### src/rtl/pipeline_run_controller.sv
// Run sequencer for the 20-bit pipelined core.
// It loads a data-memory image, runs the core to halt or watchdog, drains, then dumps memory.
`timescale 1ns/1ps
module pipeline_run_controller #(
    parameter int DATA_WIDTH    = 20,
    parameter int ADDRESS_WIDTH = 8,
    parameter int MEM_SIZE      = 256,
    parameter int DRAIN_CYCLES  = 4,
    parameter int MAX_CYCLES    = 20000
) (
    input  logic                     clk,
    input  logic                     rst,
    input  logic                     start,
    input  logic                     load_valid,
    input  logic [DATA_WIDTH-1:0]    load_data,
    input  logic                     load_last,
    output logic                     load_ready,
    output logic                     core_rst,
    output logic                     core_run,
    input  logic                     core_halt,
    output logic                     mem_sel,
    output logic [ADDRESS_WIDTH-1:0] mem_addr,
    output logic [DATA_WIDTH-1:0]    mem_wdata,
    output logic                     mem_we,
    output logic                     mem_re,
    input  logic [DATA_WIDTH-1:0]    mem_rdata,
    output logic                     out_valid,
    output logic [DATA_WIDTH-1:0]    out_data,
    output logic [ADDRESS_WIDTH-1:0] out_addr,
    input  logic                     out_ready,
    output logic [15:0]              cycle_count,
    output logic                     timeout,
    output logic                     done
);

    typedef enum logic [2:0] {
        IDLE,
        LOAD,
        RUN,
        DRAIN,
        DUMP,
        DONE
    } state_t;

    localparam logic [ADDRESS_WIDTH-1:0] LAST_ADDR      = ADDRESS_WIDTH'(MEM_SIZE - 1);
    localparam logic [15:0]              DRAIN_LAST     = 16'(DRAIN_CYCLES - 1);
    localparam logic [31:0]              WATCHDOG_LIMIT = 32'(MAX_CYCLES);
    localparam logic [ADDRESS_WIDTH-1:0] ADDR_ONE       = ADDRESS_WIDTH'(1);

    state_t                   state_q, state_d;
    logic [ADDRESS_WIDTH-1:0] ptr_q, ptr_d;
    logic [15:0]              cycle_count_q, cycle_count_d;
    logic                     timeout_q, timeout_d;
    logic                     done_q, done_d;
    logic [15:0]              drain_cnt_q, drain_cnt_d;
    logic                     first_rd_q, first_rd_d;
    logic                     rd_pending_q, rd_pending_d;
    logic                     out_valid_q, out_valid_d;
    logic [DATA_WIDTH-1:0]    out_data_q, out_data_d;
    logic [ADDRESS_WIDTH-1:0] out_addr_q, out_addr_d;

    always_ff @(posedge clk) begin
        if (rst) begin
            state_q       <= IDLE;
            ptr_q         <= '0;
            cycle_count_q <= '0;
            timeout_q     <= 1'b0;
            done_q        <= 1'b0;
            drain_cnt_q   <= '0;
            first_rd_q    <= 1'b0;
            rd_pending_q  <= 1'b0;
            out_valid_q   <= 1'b0;
            out_data_q    <= '0;
            out_addr_q    <= '0;
        end else begin
            state_q       <= state_d;
            ptr_q         <= ptr_d;
            cycle_count_q <= cycle_count_d;
            timeout_q     <= timeout_d;
            done_q        <= done_d;
            drain_cnt_q   <= drain_cnt_d;
            first_rd_q    <= first_rd_d;
            rd_pending_q  <= rd_pending_d;
            out_valid_q   <= out_valid_d;
            out_data_q    <= out_data_d;
            out_addr_q    <= out_addr_d;
        end
    end

    // The host owns memory and the core is held in reset unless a state says otherwise.
    always_comb begin
        state_d       = state_q;
        ptr_d         = ptr_q;
        cycle_count_d = cycle_count_q;
        timeout_d     = timeout_q;
        done_d        = done_q;
        drain_cnt_d   = drain_cnt_q;
        first_rd_d    = 1'b0;
        rd_pending_d  = 1'b0;
        out_valid_d   = out_valid_q;
        out_data_d    = out_data_q;
        out_addr_d    = out_addr_q;
        load_ready    = 1'b0;
        core_rst      = 1'b1;
        core_run      = 1'b0;
        mem_sel       = 1'b1;
        mem_addr      = '0;
        mem_wdata     = '0;
        mem_we        = 1'b0;
        mem_re        = 1'b0;

        case (state_q)
            IDLE, DONE: begin
                if (start) begin
                    state_d       = LOAD;
                    ptr_d         = '0;
                    cycle_count_d = '0;
                    timeout_d     = 1'b0;
                    done_d        = 1'b0;
                end
            end

            LOAD: begin
                load_ready = 1'b1;
                mem_addr   = ptr_q;
                if (load_valid) begin
                    mem_we    = 1'b1;
                    mem_wdata = load_data;
                    ptr_d     = ptr_q + ADDR_ONE;
                    if (load_last || ptr_q == LAST_ADDR) begin
                        state_d = RUN;
                    end
                end
            end

            RUN: begin
                core_rst = 1'b0;
                core_run = 1'b1;
                mem_sel  = 1'b0;
                if (cycle_count_q != 16'hFFFF) begin
                    cycle_count_d = cycle_count_q + 16'd1;
                end
                // A retiring halt takes priority over a watchdog expiring in the same cycle.
                if (core_halt) begin
                    state_d     = DRAIN;
                    drain_cnt_d = '0;
                end else if ({16'd0, cycle_count_d} == WATCHDOG_LIMIT) begin
                    state_d     = DRAIN;
                    drain_cnt_d = '0;
                    timeout_d   = 1'b1;
                end
            end

            DRAIN: begin
                core_rst    = 1'b0;
                core_run    = 1'b1;
                mem_sel     = 1'b0;
                drain_cnt_d = drain_cnt_q + 16'd1;
                if (drain_cnt_q == DRAIN_LAST) begin
                    state_d    = DUMP;
                    ptr_d      = '0;
                    first_rd_d = 1'b1;
                end
            end

            DUMP: begin
                core_rst = 1'b0;
                mem_addr = ptr_q;
                if (first_rd_q) begin
                    mem_re       = 1'b1;
                    rd_pending_d = 1'b1;
                end
                if (rd_pending_q) begin
                    out_valid_d = 1'b1;
                    out_data_d  = mem_rdata;
                    out_addr_d  = ptr_q;
                end
                // The next read goes out in the handshake cycle, giving one word every two cycles.
                if (out_valid_q && out_ready) begin
                    out_valid_d = 1'b0;
                    if (out_addr_q == LAST_ADDR) begin
                        state_d = DONE;
                        done_d  = 1'b1;
                    end else begin
                        ptr_d        = ptr_q + ADDR_ONE;
                        mem_addr     = ptr_q + ADDR_ONE;
                        mem_re       = 1'b1;
                        rd_pending_d = 1'b1;
                    end
                end
            end

            default: begin
                state_d = IDLE;
            end
        endcase
    end

    assign out_valid   = out_valid_q;
    assign out_data    = out_data_q;
    assign out_addr    = out_addr_q;
    assign cycle_count = cycle_count_q;
    assign timeout     = timeout_q;
    assign done        = done_q;

endmodule

### config.mk
export PLATFORM = sky130hd
export DESIGN_NAME = pipeline_run_controller
export DESIGN_NICKNAME = d
export VERILOG_FILES = /design/src/rtl/pipeline_run_controller.sv
export SDC_FILE = /design/constraint.sdc
export NUM_CORES = 1
export LEC_CHECK = 0
export ABC_AREA = 1
export BUFFER_PORTS_ARGS = -buffer_cell sky130_fd_sc_hd__buf_2
export CAP_MARGIN = 20
export CELL_PAD_IN_SITES_DETAIL_PLACEMENT = 0
export CELL_PAD_IN_SITES_GLOBAL_PLACEMENT = 1
export CORE_UTILIZATION = 25
export CTS_BUF_LIST = sky130_fd_sc_hd__clkbuf_16
export CTS_CLUSTER_SIZE = 10
export DETAILED_ROUTE_END_ITERATION = 8
export MAX_ROUTING_LAYER = met4
export PLACE_DENSITY_LB_ADDON = 0.1
export RECOVER_POWER = 25
export SYNTH_ARGS = -nofsm -noshare
export SYNTH_HDL_FRONTEND = slang
export SYNTH_SLANG_ARGS = --single-unit
### constraint.sdc
create_clock -name clk -period 2.5 [get_ports clk]
set_input_delay 0.5 -clock clk [delete_from_list [all_inputs] [get_ports clk]]
set_output_delay 0.5 -clock clk [all_outputs]
set_load 0.02 [all_outputs]
# [Yosys cells after proc, flatten, opt, wreduce, memory -nomap -nowiden]
# Cells that the tools add are included.
[totals] reg_bits=76 latchBits=0 mem_bits_rw=0 mem_bits_ro=0 inputBits=47 out_inout_bits=81 wordCells=99 n_memories=0
[op_classes] add_sub_neg=3 n_mul=0 n_div=0 n_lt_le_gt_ge=0 eq_ne=19 shift=0 mux=45 n_bitwise=1 reduce_logical=20
[ops] op="2-to-1 mux 16 bit" n=5
[ops] op="case mux 16 bit (2 select lines)" n=2
[ops] op="2-to-1 mux 20 bit" n=2
[ops] op="2-to-1 mux 8 bit" n=5
[ops] op="adder 16 x 1 -> 16 bit, second input constant" n=2
[ops] op="case mux 8 bit (4 select lines)" n=1
[ops] op="2-to-1 mux 3 bit" n=8
[ops] op="2-to-1 mux 1 bit" n=18
[ops] op="== test 16 x 15 -> 1 bit, second input constant" n=1
[ops] op="== test 16 x 2 -> 1 bit, second input constant" n=1
[ops] op="== test 8 bit, second input constant" n=2
[ops] op="!= test 16 bit, second input constant" n=1
[ops] op="!= test 2 bit, second input constant" n=8
[ops] op="case mux 8 bit (2 select lines)" n=1
[ops] op="case mux 3 bit (5 select lines)" n=1
[ops] op="AND reduction 4 bit" n=3
[ops] op="adder 8 x 1 -> 8 bit, second input constant" n=1
[ops] op="AND reduction 2 bit" n=4
[ops] op="nonzero test 2 bit" n=4
[ops] op="AND reduction 7 bit" n=1
[ops] op="== test 3 x 2 -> 1 bit, second input constant" n=2
[ops] op="== test 3 bit, second input constant" n=2
[ops] op="OR reduction 2 bit" n=3
[ops] op="case mux 1 bit (2 select lines)" n=2
[ops] op="8 further kinds" n=8

# [Longest topological paths before layout]
[depth] ltp_word=7 mapped_depth=16 depth_no_buf=16

# [Worst setup path before layout]
# No wires, ideal clock.
[synth_path] path_kind="reg-to-output" from="reg state_q[0]" to="out mem_addr[0]" arrival_ns=1.826 t_required_ns=2.000 setup_slack_ns=0.174 path_stages_with_launch=9 n_path_buf=2 path_cell_list="dfxtp_1 inv_2 nor2_1 inv_2 nor2_1 buf_2 inv_1 clkbuf_1 o21ai_0"
[synth_via] elab_chain_len=2 word_cells_on_any_way=3 cone_classes="eq/ne: 2; mux: 1"
[synth_lines] item="start: declaration" line_no="50" source="state_t state_q, state_d;"
[synth_lines] item="start signal: assignment" line_no="76" source="state_q <= state_d;"
[synth_lines] item="== test 3 bit / == test 3 x 1 -> 1 bit (equally long branches)" line_no="112" source="case (state_q)"
[synth_lines] item="case mux 8 bit (2 select lines) *" line_no="112"
[synth_lines] item="end: declaration" line_no="22" source="output logic [ADDRESS_WIDTH-1:0] mem_addr,"
# Mark *: on every way between the ends. The rest lies on a longest branch, timed or not.

# [Final worst setup path]
[layout_path] from="reg state_q[0]" to="out mem_addr[3]"
# The elaborated chain is that of the path after synthesis.

==> metrics.txt <==
status=complete, no violations; drt pass-1 iters=4; num rows=47; number of synthesized flops with an enable pin=0; Core ar.=0.0166 mm^2; crit path from=state_q[0]$_SDFFE_PP0P_; CTS tree=done; Yosys reg bits=76; critical path class=reg2out; Crit Path Max Fanout=5; most common cell after layout, fill and taps aside=nand2_1; dpl cells=995; peak supply drop=0.399 mV; Post-Synthesis Cells=652; WP data required=2.00 ns; fin. max-slew vios=0; element type at the critical path end=output pin; initial antenna violation count=1; Routed Antenna Nets=0; vias in the first global route=4429; fraction of layout cells with a size suffix above 1=24.0%; Post-DP Area=0.00524 mm^2; Max Clock Skew=between 0.005 and 0.006 ns; Primary FF master, synth=dfxtp_1; Fin Setup TNS=0 ns; GR Util All Layers=16.8%; Starting DRT DRC Count=about 310; Place WS=between 0.1 and 0.15 ns; largest net degree at the start of global routing=33; worst-margin pin slew=0.531 ns; number of non-filler instances in the completed layout=between 1000 and 1500; post-synth top area cell=dfxtp_1; Final WS setup=0.116 ns; Area Overhead vs Synth=30.3%; startpoint class of the critical path=register; synth top area cells=dfxtp_1 36%, nand2_1 15%, a21oi_1 8.1%; Synth Area per Inst=6.53 um^2; hold_sp=core_halt; Peak Freq=419 MHz; Skew-Pair Late Insertion Delay=0.35 ns; commonest cells after routing, fill and taps aside=168 x nand2_1, 90 x buf_2, 71 x dfxtp_1; final setup vio count=0; Mapped Area=~0.0043 mm^2; grt ovf=0; Die ar.=0.0175 mm^2; Final Hold Vio Count=0; max-cap violations=0; first-pass GRT wire length=~23 mm; gpl congestion=a little under 0.8; post-synthesis cell type count=39; Critical Path AT=1.88 ns; Ports=between 100 and 150; RSZ-0062 raised after global routing=true; Period minus WS final=2.38 ns; Starting Density=25.7%; detailed placement HPWL=10.5 mm; PD cells=roughly 720 mW/mm^2; # DRC=0; Lkg Pwr=~2.2 nW; CTS buffer count=9; Routed WL per cell=14.0 um; HP Class=in2reg; Finished Cell Area=0.00555 mm^2; WL final=14.2 mm; RR Startpoint=cycle_count[1]$_SDFFE_PP0P_; synth warn=0; Root Driver=clkbuf_16; Die Y=132 um; period utilization=95.4%; Die W=132 um; post-synthesis sequential area ratio=35.8%; htree depth=3; CTS Sinks=76; max_slew headroom=64.5%; Synth top area share=35.8%; clk slew on worst S/H paths=0.06 ns; vias per cell=4.66; Port-buffer cells=about 130; vias=4745; clock tree buffer depth=2; ys async rst share=0%; nets=842; Syn Nets=702
==> worst max-delay path, cell delays in order (launching register included) <==
cell and delay [ns]:
dfxtp_1 0.33, buf_4 0.16, nor3_4 0.22, clkinvlp_4 0.12, buf_4 0.17, a21oi_1 0.10, o21ai_0 0.11, o21ai_0 0.12
buf_2 0.21
==> logic make-up (layout without fill, tap and decap cells) <==
kind of cell | after synthesis | after routing | synth area share [%]
xor gates and xnor gates | 3 | 3 | 0.618
DFF | 76 | 76 | 35.8
and+or+nand+nor | 345 | 345 | 36.6
AOI/OAI and AO/OA | 134 | 134 | 17.9
adders and majority gates | 3 | 3 | 0.882
buffers and inverters | 91 | 236 | 8.29
other | 0 | 1 | 0
==> synth_stat cells, drive strengths merged (2+ instances only) <==
| master | instances |
|---|---|
| nand2 | 176 |
| nor2 | 80 |
| dfxtp | 76 |
| a21oi | 71 |
| inv | 63 |
| nand3 | 62 |
| o21ai | 43 |
| clkbuf | 23 |
| nand4 | 16 |
| a221oi | 7 |
| a31oi | 5 |
| buf | 5 |
| nor3 | 5 |
| ha | 3 |
| nand3b | 3 |
| o32ai | 3 |
| o211ai | 2 |
| or2 | 2 |
| xor2 | 2 |
==> metrics by stage <==
stage	total power, W	utilization [%]	hold slack [ns]
floorplan	0.00228	-	0.462
global placement	0.00272	31.6	0.445
detailed placement	0.00272	31.6	0.450
CTS	0.00403	33.3	0.344
global route	0.00425	33.4	0.355
finish	0.00401	33.4	0.356
==> sequential cells by signal, summed over array words and instances, names as in the netlist <==
signal,cells
done,1
rd_pending_q,1
drain_cnt_q,16
state_q,3
first_rd_q,1
out_addr,8
out_valid,1
ptr_q,8
timeout,1
out_data,20
cycle_count,16
==> routing by layer <==
layer | routed length, um | track usage (%) | part of all wire, % | vias to the layer above
li1 | - | - | - | 2437
met1 | 6710 | 21.2 | 47 | 2210
met2 | 6830 | 27.0 | 48 | 88
met3 | 500 | 2.41 | 3.5 | 10
met4 | 195 | 6.32 | 1.4 | 0
met5 | 0 | - | 0 | -
==> area by class of cell <==
type                       count  area [um^2]
clock buffer                   9          225
inverter                      63          240
antenna                        1         2.50
timing repair buffer         157          820
fill                        1869        11000
clock inverter                 7         58.8
sequential                    76         1530
tap                          220          275
multi-input combinational    485         2400
==> final timing paths <==
kind,end,slack [ns],cells after the start
worst max-delay path,mem_addr[3],0.12,8
worst min-delay path,timeout$_SDFFE_PP0P_,0.36,2
worst max register to register,drain_cnt_q[11]$_SDFFE_PP0P_,0.24,16
worst min register to register,out_data[6]$_SDFFE_PP0P_,0.46,2
==> repair_timing <==
item,4_1_cts,5_1_grt
setup buffers,0,6
hold buffers,0,0
endpoints found under the hold margin,0,0
resized for setup,0,15
setup endpoints to repair,0,47
==> report_power, final <==
part / switching, W / internal (W) / total, W
combinational: 0.000906 / 0.000392 / 0.00130
clock: 0.000595 / 0.000691 / 0.00129
sequential: 0.000115 / 0.00131 / 0.00143
(Power assumes the default switching activity.)
